--- src/rtl/md_pkg.sv ---
// ---------------------------------------------------------------------------
// md_pkg
//   Shared types and constants for the iterative multiply/divide sequencer.
//   - MD_WIDTH / ITERS : default operand width and number of RUN iterations
//   - md_op_e          : MULT / MULTU / DIV / DIVU opcode encoding
//   - md_state_e       : sequencer FSM states
//   - is_signed_op / is_div_op : opcode classification helpers
// ---------------------------------------------------------------------------
package md_pkg;

  localparam int MD_WIDTH = 32;
  localparam int ITERS    = MD_WIDTH;

  typedef enum logic [1:0] {
    OP_MULT  = 2'b00,
    OP_MULTU = 2'b01,
    OP_DIV   = 2'b10,
    OP_DIVU  = 2'b11
  } md_op_e;

  typedef enum logic [2:0] {
    S_IDLE,
    S_PREP,
    S_RUN,
    S_FIX,
    S_DONE
  } md_state_e;

  function automatic logic is_signed_op(input md_op_e op);
    return (op == OP_MULT) || (op == OP_DIV);
  endfunction

  function automatic logic is_div_op(input md_op_e op);
    return (op == OP_DIV) || (op == OP_DIVU);
  endfunction

endpackage

--- src/rtl/md_sequencer_if.sv ---
// ---------------------------------------------------------------------------
// md_sequencer_if
//   Issue/result bundle between the control unit (master) and the
//   multiply/divide sequencer (slave).
//   master -> slave : start, op[1:0], a[WIDTH-1:0], b[WIDTH-1:0]
//   slave -> master : busy, done, div_zero, hi[WIDTH-1:0], lo[WIDTH-1:0]
// ---------------------------------------------------------------------------
interface md_sequencer_if
  import md_pkg::*;
#(
  parameter int WIDTH = MD_WIDTH
);
  logic             start;
  logic [1:0]       op;
  logic [WIDTH-1:0] a;
  logic [WIDTH-1:0] b;
  logic             busy;
  logic             done;
  logic             div_zero;
  logic [WIDTH-1:0] hi;
  logic [WIDTH-1:0] lo;

  modport master (
    output start, op, a, b,
    input  busy, done, div_zero, hi, lo
  );

  modport slave (
    input  start, op, a, b,
    output busy, done, div_zero, hi, lo
  );

endinterface

--- src/rtl/md_step.sv ---
// ---------------------------------------------------------------------------
// md_step
//   One combinational iteration of the multiply/divide datapath.
//   i_div_mode : 0 = shift-add multiply step, 1 = restoring divide step
//   i_acc      : 2*WIDTH working pair
//                mul: {partial product high, multiplier / product low}
//                div: {partial remainder, dividend / quotient}
//   i_opnd     : multiplicand (mul) or divisor (div)
//   o_acc      : working pair after this iteration
// ---------------------------------------------------------------------------
module md_step
  import md_pkg::*;
#(
  parameter int WIDTH = MD_WIDTH
) (
  input  logic               i_div_mode,
  input  logic [2*WIDTH-1:0] i_acc,
  input  logic [WIDTH-1:0]   i_opnd,
  output logic [2*WIDTH-1:0] o_acc
);

  logic [WIDTH:0]   w_mul_sum;
  logic [WIDTH:0]   w_trial;
  logic             w_qbit;
  logic [WIDTH-1:0] w_rem_new;

  // Multiply: the carry of the add becomes the new MSB after the right shift.
  assign w_mul_sum = {1'b0, i_acc[2*WIDTH-1:WIDTH]} +
                     (i_acc[0] ? {1'b0, i_opnd} : '0);

  // Divide: the left-shifted remainder needs WIDTH+1 bits, since the bit
  // shifted out of the top may be set.  The trial result never exceeds
  // WIDTH bits when it is non-negative because remainder < divisor.
  assign w_trial   = i_acc[2*WIDTH-1:WIDTH-1] - {1'b0, i_opnd};
  assign w_qbit    = ~w_trial[WIDTH];
  assign w_rem_new = w_qbit ? w_trial[WIDTH-1:0] : i_acc[2*WIDTH-2:WIDTH-1];

  assign o_acc = i_div_mode ? {w_rem_new, i_acc[WIDTH-2:0], w_qbit}
                            : {w_mul_sum, i_acc[WIDTH-1:1]};

endmodule

--- src/rtl/md_sequencer.sv ---
// ---------------------------------------------------------------------------
// md_sequencer
//   Iterative MULT/MULTU/DIV/DIVU controller owning the HI/LO registers.
//   Sequence: IDLE -> PREP (magnitudes/signs) -> RUN (WIDTH steps)
//             -> FIX (sign correction, HI/LO write) -> DONE -> IDLE.
//   i_clk : system clock, rising edge
//   i_rst : asynchronous, active-low reset
//   bus   : md_sequencer_if.slave (start/op/a/b in; busy/done/div_zero/hi/lo out)
// ---------------------------------------------------------------------------
module md_sequencer
  import md_pkg::*;
#(
  parameter int WIDTH = MD_WIDTH,
  parameter int CNT_W = 6
) (
  input  logic           i_clk,
  input  logic           i_rst,
  md_sequencer_if.slave  bus
);

  md_state_e          r_state;
  logic [CNT_W-1:0]   r_cnt;
  md_op_e             r_op;
  logic [WIDTH-1:0]   r_a;
  logic [WIDTH-1:0]   r_b;
  logic [WIDTH-1:0]   r_opnd;
  logic [2*WIDTH-1:0] r_acc;
  logic               r_sign_a;
  logic               r_sign_b;
  logic [WIDTH-1:0]   r_hi;
  logic [WIDTH-1:0]   r_lo;
  logic               r_done;
  logic               r_div_zero;

  logic               w_signed;
  logic               w_div;
  logic               w_neg_a;
  logic               w_neg_b;
  logic [WIDTH-1:0]   w_abs_a;
  logic [WIDTH-1:0]   w_abs_b;
  logic [2*WIDTH-1:0] w_acc_next;
  logic [2*WIDTH-1:0] w_prod_fix;
  logic [WIDTH-1:0]   w_quo_fix;
  logic [WIDTH-1:0]   w_rem_fix;
  logic               w_b_zero;

  assign w_signed = is_signed_op(r_op);
  assign w_div    = is_div_op(r_op);
  assign w_neg_a  = w_signed & r_a[WIDTH-1];
  assign w_neg_b  = w_signed & r_b[WIDTH-1];
  assign w_abs_a  = w_neg_a ? -r_a : r_a;
  assign w_abs_b  = w_neg_b ? -r_b : r_b;

  md_step #(.WIDTH(WIDTH)) u_step (
    .i_div_mode (w_div),
    .i_acc      (r_acc),
    .i_opnd     (r_opnd),
    .o_acc      (w_acc_next)
  );

  // Sign correction on the unsigned magnitude result.  Negating the most
  // negative quotient wraps back onto itself, which is the intended
  // modular result for 0x80000000 / -1.
  assign w_prod_fix = (r_sign_a ^ r_sign_b) ? -r_acc : r_acc;
  assign w_quo_fix  = (r_sign_a ^ r_sign_b) ? -r_acc[WIDTH-1:0] : r_acc[WIDTH-1:0];
  assign w_rem_fix  = r_sign_a ? -r_acc[2*WIDTH-1:WIDTH] : r_acc[2*WIDTH-1:WIDTH];
  assign w_b_zero   = (r_b == '0);

  // The issuing cycle already stalls; DONE lets the next instruction go.
  assign bus.busy = (bus.start & ((r_state == S_IDLE) | (r_state == S_DONE))) |
                    (r_state == S_PREP) | (r_state == S_RUN) | (r_state == S_FIX);
  assign bus.done     = r_done;
  assign bus.div_zero = r_div_zero;
  assign bus.hi       = r_hi;
  assign bus.lo       = r_lo;

  always_ff @(posedge i_clk or negedge i_rst) begin
    if (!i_rst) begin
      r_state    <= S_IDLE;
      r_cnt      <= '0;
      r_op       <= OP_MULT;
      r_a        <= '0;
      r_b        <= '0;
      r_opnd     <= '0;
      r_acc      <= '0;
      r_sign_a   <= 1'b0;
      r_sign_b   <= 1'b0;
      r_hi       <= '0;
      r_lo       <= '0;
      r_done     <= 1'b0;
      r_div_zero <= 1'b0;
    end else begin
      r_done     <= 1'b0;
      r_div_zero <= 1'b0;
      case (r_state)
        S_IDLE, S_DONE: begin
          if (bus.start) begin
            r_op    <= md_op_e'(bus.op);
            r_a     <= bus.a;
            r_b     <= bus.b;
            r_state <= S_PREP;
          end else begin
            r_state <= S_IDLE;
          end
        end
        S_PREP: begin
          r_sign_a <= w_neg_a;
          r_sign_b <= w_neg_b;
          r_cnt    <= '0;
          if (w_div) begin
            r_acc  <= {{WIDTH{1'b0}}, w_abs_a};
            r_opnd <= w_abs_b;
          end else begin
            r_acc  <= {{WIDTH{1'b0}}, w_abs_b};
            r_opnd <= w_abs_a;
          end
          r_state <= S_RUN;
        end
        S_RUN: begin
          r_acc <= w_acc_next;
          r_cnt <= r_cnt + CNT_W'(1);
          if (r_cnt == CNT_W'(WIDTH - 1)) begin
            r_state <= S_FIX;
          end
        end
        S_FIX: begin
          if (w_div) begin
            if (w_b_zero) begin
              // Divide by zero still runs full latency; HI returns the
              // dividend as issued, not its magnitude.
              r_hi       <= r_a;
              r_lo       <= '1;
              r_div_zero <= 1'b1;
            end else begin
              r_hi <= w_rem_fix;
              r_lo <= w_quo_fix;
            end
          end else begin
            {r_hi, r_lo} <= w_prod_fix;
          end
          r_done  <= 1'b1;
          r_state <= S_DONE;
        end
        default: r_state <= S_IDLE;
      endcase
    end
  end

endmodule

--- src/flat_wrapper.sv ---
// flat-port wrapper written by rule: the top's interface ports become plain ports
module md_sequencer_flat import md_pkg::*;
#(
  parameter int WIDTH = MD_WIDTH,
  parameter int CNT_W = 6
)
  (i_clk, i_rst, bus_start, bus_op, bus_a, bus_b, bus_busy, bus_done, bus_div_zero, bus_hi, bus_lo);
  md_sequencer_if #(.WIDTH(WIDTH)) bus_i ();
  input  logic i_clk;
  input  logic i_rst;
  input wire logic [$bits(bus_i.start)-1:0] bus_start;
  input wire logic [$bits(bus_i.op)-1:0] bus_op;
  input wire logic [$bits(bus_i.a)-1:0] bus_a;
  input wire logic [$bits(bus_i.b)-1:0] bus_b;
  output wire logic [$bits(bus_i.busy)-1:0] bus_busy;
  output wire logic [$bits(bus_i.done)-1:0] bus_done;
  output wire logic [$bits(bus_i.div_zero)-1:0] bus_div_zero;
  output wire logic [$bits(bus_i.hi)-1:0] bus_hi;
  output wire logic [$bits(bus_i.lo)-1:0] bus_lo;
  assign bus_i.start = bus_start;
  assign bus_i.op = bus_op;
  assign bus_i.a = bus_a;
  assign bus_i.b = bus_b;
  assign bus_busy = bus_i.busy;
  assign bus_done = bus_i.done;
  assign bus_div_zero = bus_i.div_zero;
  assign bus_hi = bus_i.hi;
  assign bus_lo = bus_i.lo;
  md_sequencer #(.WIDTH(WIDTH), .CNT_W(CNT_W)) u_core (.i_clk(i_clk), .i_rst(i_rst), .bus(bus_i));
endmodule
--- config.mk ---
export PLATFORM = sky130hd
export DESIGN_NAME = md_sequencer_flat
export DESIGN_NICKNAME = d
export VERILOG_FILES = /design/src/rtl/md_pkg.sv /design/src/rtl/md_sequencer_if.sv /design/src/rtl/md_step.sv /design/src/rtl/md_sequencer.sv /design/src/flat_wrapper.sv
export SDC_FILE = /design/constraint.sdc
export NUM_CORES = 1
export LEC_CHECK = 0
export ABC_CLOCK_PERIOD_IN_PS = 4500
export CELL_PAD_IN_SITES_DETAIL_PLACEMENT = 0
export CELL_PAD_IN_SITES_GLOBAL_PLACEMENT = 1
export CORE_ASPECT_RATIO = 1.1
export CORE_MARGIN = 5
export CORE_UTILIZATION = 30
export CTS_CLUSTER_SIZE = 28
export DETAILED_ROUTE_END_ITERATION = 8
export PLACE_DENSITY = 0.56
export SKIP_LAST_GASP = 1
export SLEW_MARGIN = 20
export SYNTH_ARGS = -nofsm -noshare
export SYNTH_HDL_FRONTEND = slang
export SYNTH_SLANG_ARGS = --single-unit
--- constraint.sdc ---
create_clock -name i_clk -period 4.5 [get_ports i_clk]
set_input_delay 0.9 -clock i_clk [delete_from_list [all_inputs] [get_ports i_clk]]
set_output_delay 0.9 -clock i_clk [all_outputs]
set_load 0.02 [all_outputs]
==> results.py <==
metrics = {
    "outcome": {
        "status": "finished, final reports clean",
    },
    "logic_synthesis": {
        "synth.area.mux_share": 0.07457,
        "synth_xor_area_frac": 0.09766,
        "synth_top_area_cell": "dfrtp_1",
        "yosysUniqueCellTypes": 85,
        "synthAdderAreaFrac": 0.05036,
        "yosysWarnings": 0,
        "synthesis.area_um2": 17940,
        "synthSimpleGateAreaFrac": 0.1686,
        "synth_edf_count": 0,
        "netlist_instances": 2154,
        "yosysSeqAreaShare": 0.3334,
        "yosys.cell_count.top_type": "dfrtp_1",
        "synth_seq_cells": 239,
        "ys_async_sr_fraction": 1.000,
        "synth_top_area_frac": 0.3334,
        "avgSynthCellArea_um2": 8.327,
        "synth_common_cells": "dfrtp_1 (239), nand2_1 (230), nor2_1 (216)",
        "synth_nets": 2294,
        "ys.flop_type": "dfrtp_1",
        "yosys-top-cells-area": "dfrtp_1 (33%), o21ai_0 (5.4%), xnor2_1 (4.9%)",
        "synth_compound_area_frac": 0.2264,
        "synth_top_family_by_area": "compound AO/OA/AOI/OAI gates",
    },
    "setup_path": {
        "crit_path_top_delay_cell": "a2111oi_0",
        "worst-setup-path-type": "reg2reg",
        "cp_cell_sequence": "inv_1, fa_1, nand2b_1, a21oi_1, o2111ai_1, a211oi_1, nor2_1, o311ai_4, nand2_1, a2111oi_0, o41ai_1",
        "worst_setup_path_start_kind": "register",
        "cp-startpoint": "u_core.r_acc[32]",
        "cp.required_ns": 4.92,
        "r2r_start": "u_core.r_acc[32]",
        "critPathMaxFanout": 10,
        "cpPeakStageDelay_ns": 0.78,
        "arrival_ns": 4.67,
        "endpoint_kind": "register",
    },
    "placed_design": {
        "pre_cts_ws_ns": 0.4639,
        "dp_hpwl_um": 56100,
        "io_buffers": 135,
        "place_area_um2": 20270,
        "place_inst": 2976,
        "place_congestion": 0.9721,
    },
    "clock_network": {
        "cts_buffer_depth": 3,
        "cts_max_level": 1,
        "cts_resized": 0,
        "cts_tree": "done",
        "clock_latency_ns": 0.59,
        "cts_setup_buffers": 0,
        "cts.sink_count": 239,
        "cts_inserted_buffers": 30,
        "ctsHoldBuffers": 0,
        "path_clk_slew_ns": 0.06,
        "cts_root_buf": "clkbuf_16",
    },
    "global_routing": {
        "grt_start_max_net_pins": 126,
        "grt_first_pass_wirelength_um": 109600,
        "grt_pass1_vias": 16100,
        "antenna_found_initial": 0,
        "grt_usage": 0.2194,
        "overflow": 0,
    },
    "power_and_ir_drop": {
        "p_per_area_nw_per_um2": 925.6,
        "vdd_drop_max_mv": 0.3696,
        "power.static_leakage_nw": 8.852,
    },
    "final_layout": {
        "drive_above_1_share": 0.09814,
        "fin_nets": 2380,
        "area_delta_synth_final_pct": 18.61,
        "instances_no_fill": 3032,
        "final_core_util": 0.3575,
        "stdcell_area_um2": 21280,
    },
    "drt": {
        "drc": 0,
        "drt_iter0_drc": 1310,
        "wl_per_cell_um": 24.18,
        "finalWirelength_um": 73320,
        "dr.pass1.iters": 5,
        "drtAntennaViolNets": 0,
        "vias": 16610,
        "routed_via_density": 5.478,
    },
    "timing": {
        "tns_ns": 0,
        "rsz0062_at_grt": "no",
        "worst_pin_slew_ns": 0.9487,
        "slew_viol_final": 0,
        "setup_viol": 0,
        "finalHoldViolations": 0,
        "finalWorstSetupSlack_ns": 0.2497,
        "fmax_ghz": 0.2353,
        "finClkSkew_ns": 0.02141,
        "min_period_ns": 4.250,
        "final.period_utilization": 0.9445,
        "maxSlewHeadroom": 0.3512,
    },
    "floorplan": {
        "die-area_um2": 64790,
        "chipWidth_um": 243.1,
        "core-area_um2": 59510,
        "die_y_um": 266.5,
        "rows": 94,
        "num_io_pins": 136,
        "start_util": 0.3014,
    },
    "run": {
        "cap_violations": 0,
    },
    "min_path": {
        "worstHoldPathType": "in2async",
    },
}
-- through the flow --
step	total power, W	hold slack [ns]
floorplan	0.01252	0.4493
global placement	0.01716	0.4617
detailed placement	0.01716	0.4687
CTS	0.01976	0.4028
global route	0.02116	0.4434
finish	0.01969	0.3861
-- cell usage in the layout, fill, tap and decap left out, types with 5 or more instances in the layout --
| cell | instances |
|---|---|
| a2111oi_0 | 6 |
| a211oi_1 | 22 |
| a21o_1 | 26 |
| a21oi_1 | 160 |
| a22oi_1 | 16 |
| a31oi_1 | 45 |
| and2_1 | 12 |
| and3_1 | 9 |
| buf_4 | 67 |
| clkbuf_16 | 31 |
| clkdlybuf4s50_1 | 134 |
| clkinv_2 | 11 |
| dfrtp_1 | 238 |
| ha_1 | 69 |
| inv_1 | 68 |
| mux2_2 | 61 |
| mux2i_1 | 65 |
| nand2_1 | 230 |
| nand2b_1 | 19 |
| nand3_1 | 25 |
| nand4_1 | 10 |
| nor2_1 | 214 |
| nor2b_1 | 14 |
| nor3_1 | 34 |
| nor4_1 | 22 |
| o211ai_1 | 16 |
| o21a_1 | 12 |
| o21ai_0 | 195 |
| o21bai_1 | 9 |
| o221ai_1 | 40 |
| o31a_1 | 5 |
| o31ai_1 | 22 |
| o41ai_1 | 10 |
| or2_2 | 5 |
| or3_1 | 22 |
| or4_1 | 5 |
| xnor2_1 | 99 |
| xor2_1 | 99 |
-- per-layer routing --
metal  share of wire  track usage  vias up  routed length, µm
met5               0            0        -                  0
li1                -            -     7896                  -
met1            0.47       0.3128     8172              34290
met2            0.46       0.3578      470              33780
met3           0.044      0.02393       71               3245
met4           0.027      0.05629        0               2012
-- sequential cells by signal, indices dropped and copies added (netlist names), 2 cells and up --
signal / flops
u_core.r_op: 2
u_core.r_cnt: 6
u_core.r_b: 32
u_core.bus.hi: 32
u_core.r_state: 3
u_core.r_acc: 64
u_core.r_a: 32
u_core.r_opnd: 32
u_core.bus.lo: 32
-- cell families (layout without fill, tap and decap cells) --
kind of cell	after synthesis	in the layout
multiplexers	126	126
flip-flops	239	239
adder cells (fa/ha/maj)	71	71
AO/OA/AOI/OAI	642	642
buffers and inverters	222	330
XOR/XNOR	200	200
other	0	2
AND/OR/NAND/NOR	654	654
-- cell type report --
class	instances	area, µm²
diodes	2	5.005
clock buffers	36	814.5
clock inverters	18	175.2
fillers	6228	38240
inverters	71	269.0
multi-input cells	1693	11150
flip-flops and latches	239	5984
well taps	768	960.9
repair buffers	205	1919
-- where the power goes --
part           internal [W]  leakage, nW  switching [W]
combinational       0.00499         5.43        0.00769
clock               0.00145        0.486        0.00103
sequential          0.00313         2.94        0.00141
-- path summary, 6_finish.rpt --
kind | slack [ns] | cells past startpoint | endpoint
max in group asynchronous | 3.12 | 2 | u_core.r_a[16]
hold / removal | 0.39 | 1 | u_core.bus.hi[9]
setup / recovery | 0.25 | 11 | u_core.r_acc[61]
setup reg to reg | 0.25 | 11 | u_core.r_acc[61]
hold reg to reg | 0.48 | 2 | u_core.r_opnd[18]
min in group i_clk | 0.48 | 2 | u_core.r_opnd[18]
-- critical path, delay by kind of cell (launching register included) --
family | cells | cell delay (ns)
DFF | 1 | 0.59
and+or+nand+nor | 3 | 0.48
AOI/OAI and AO/OA | 6 | 2.32
buffers and inverters | 1 | 0.19
adders and majority gates | 1 | 0.50
(Power assumes the default switching activity.)
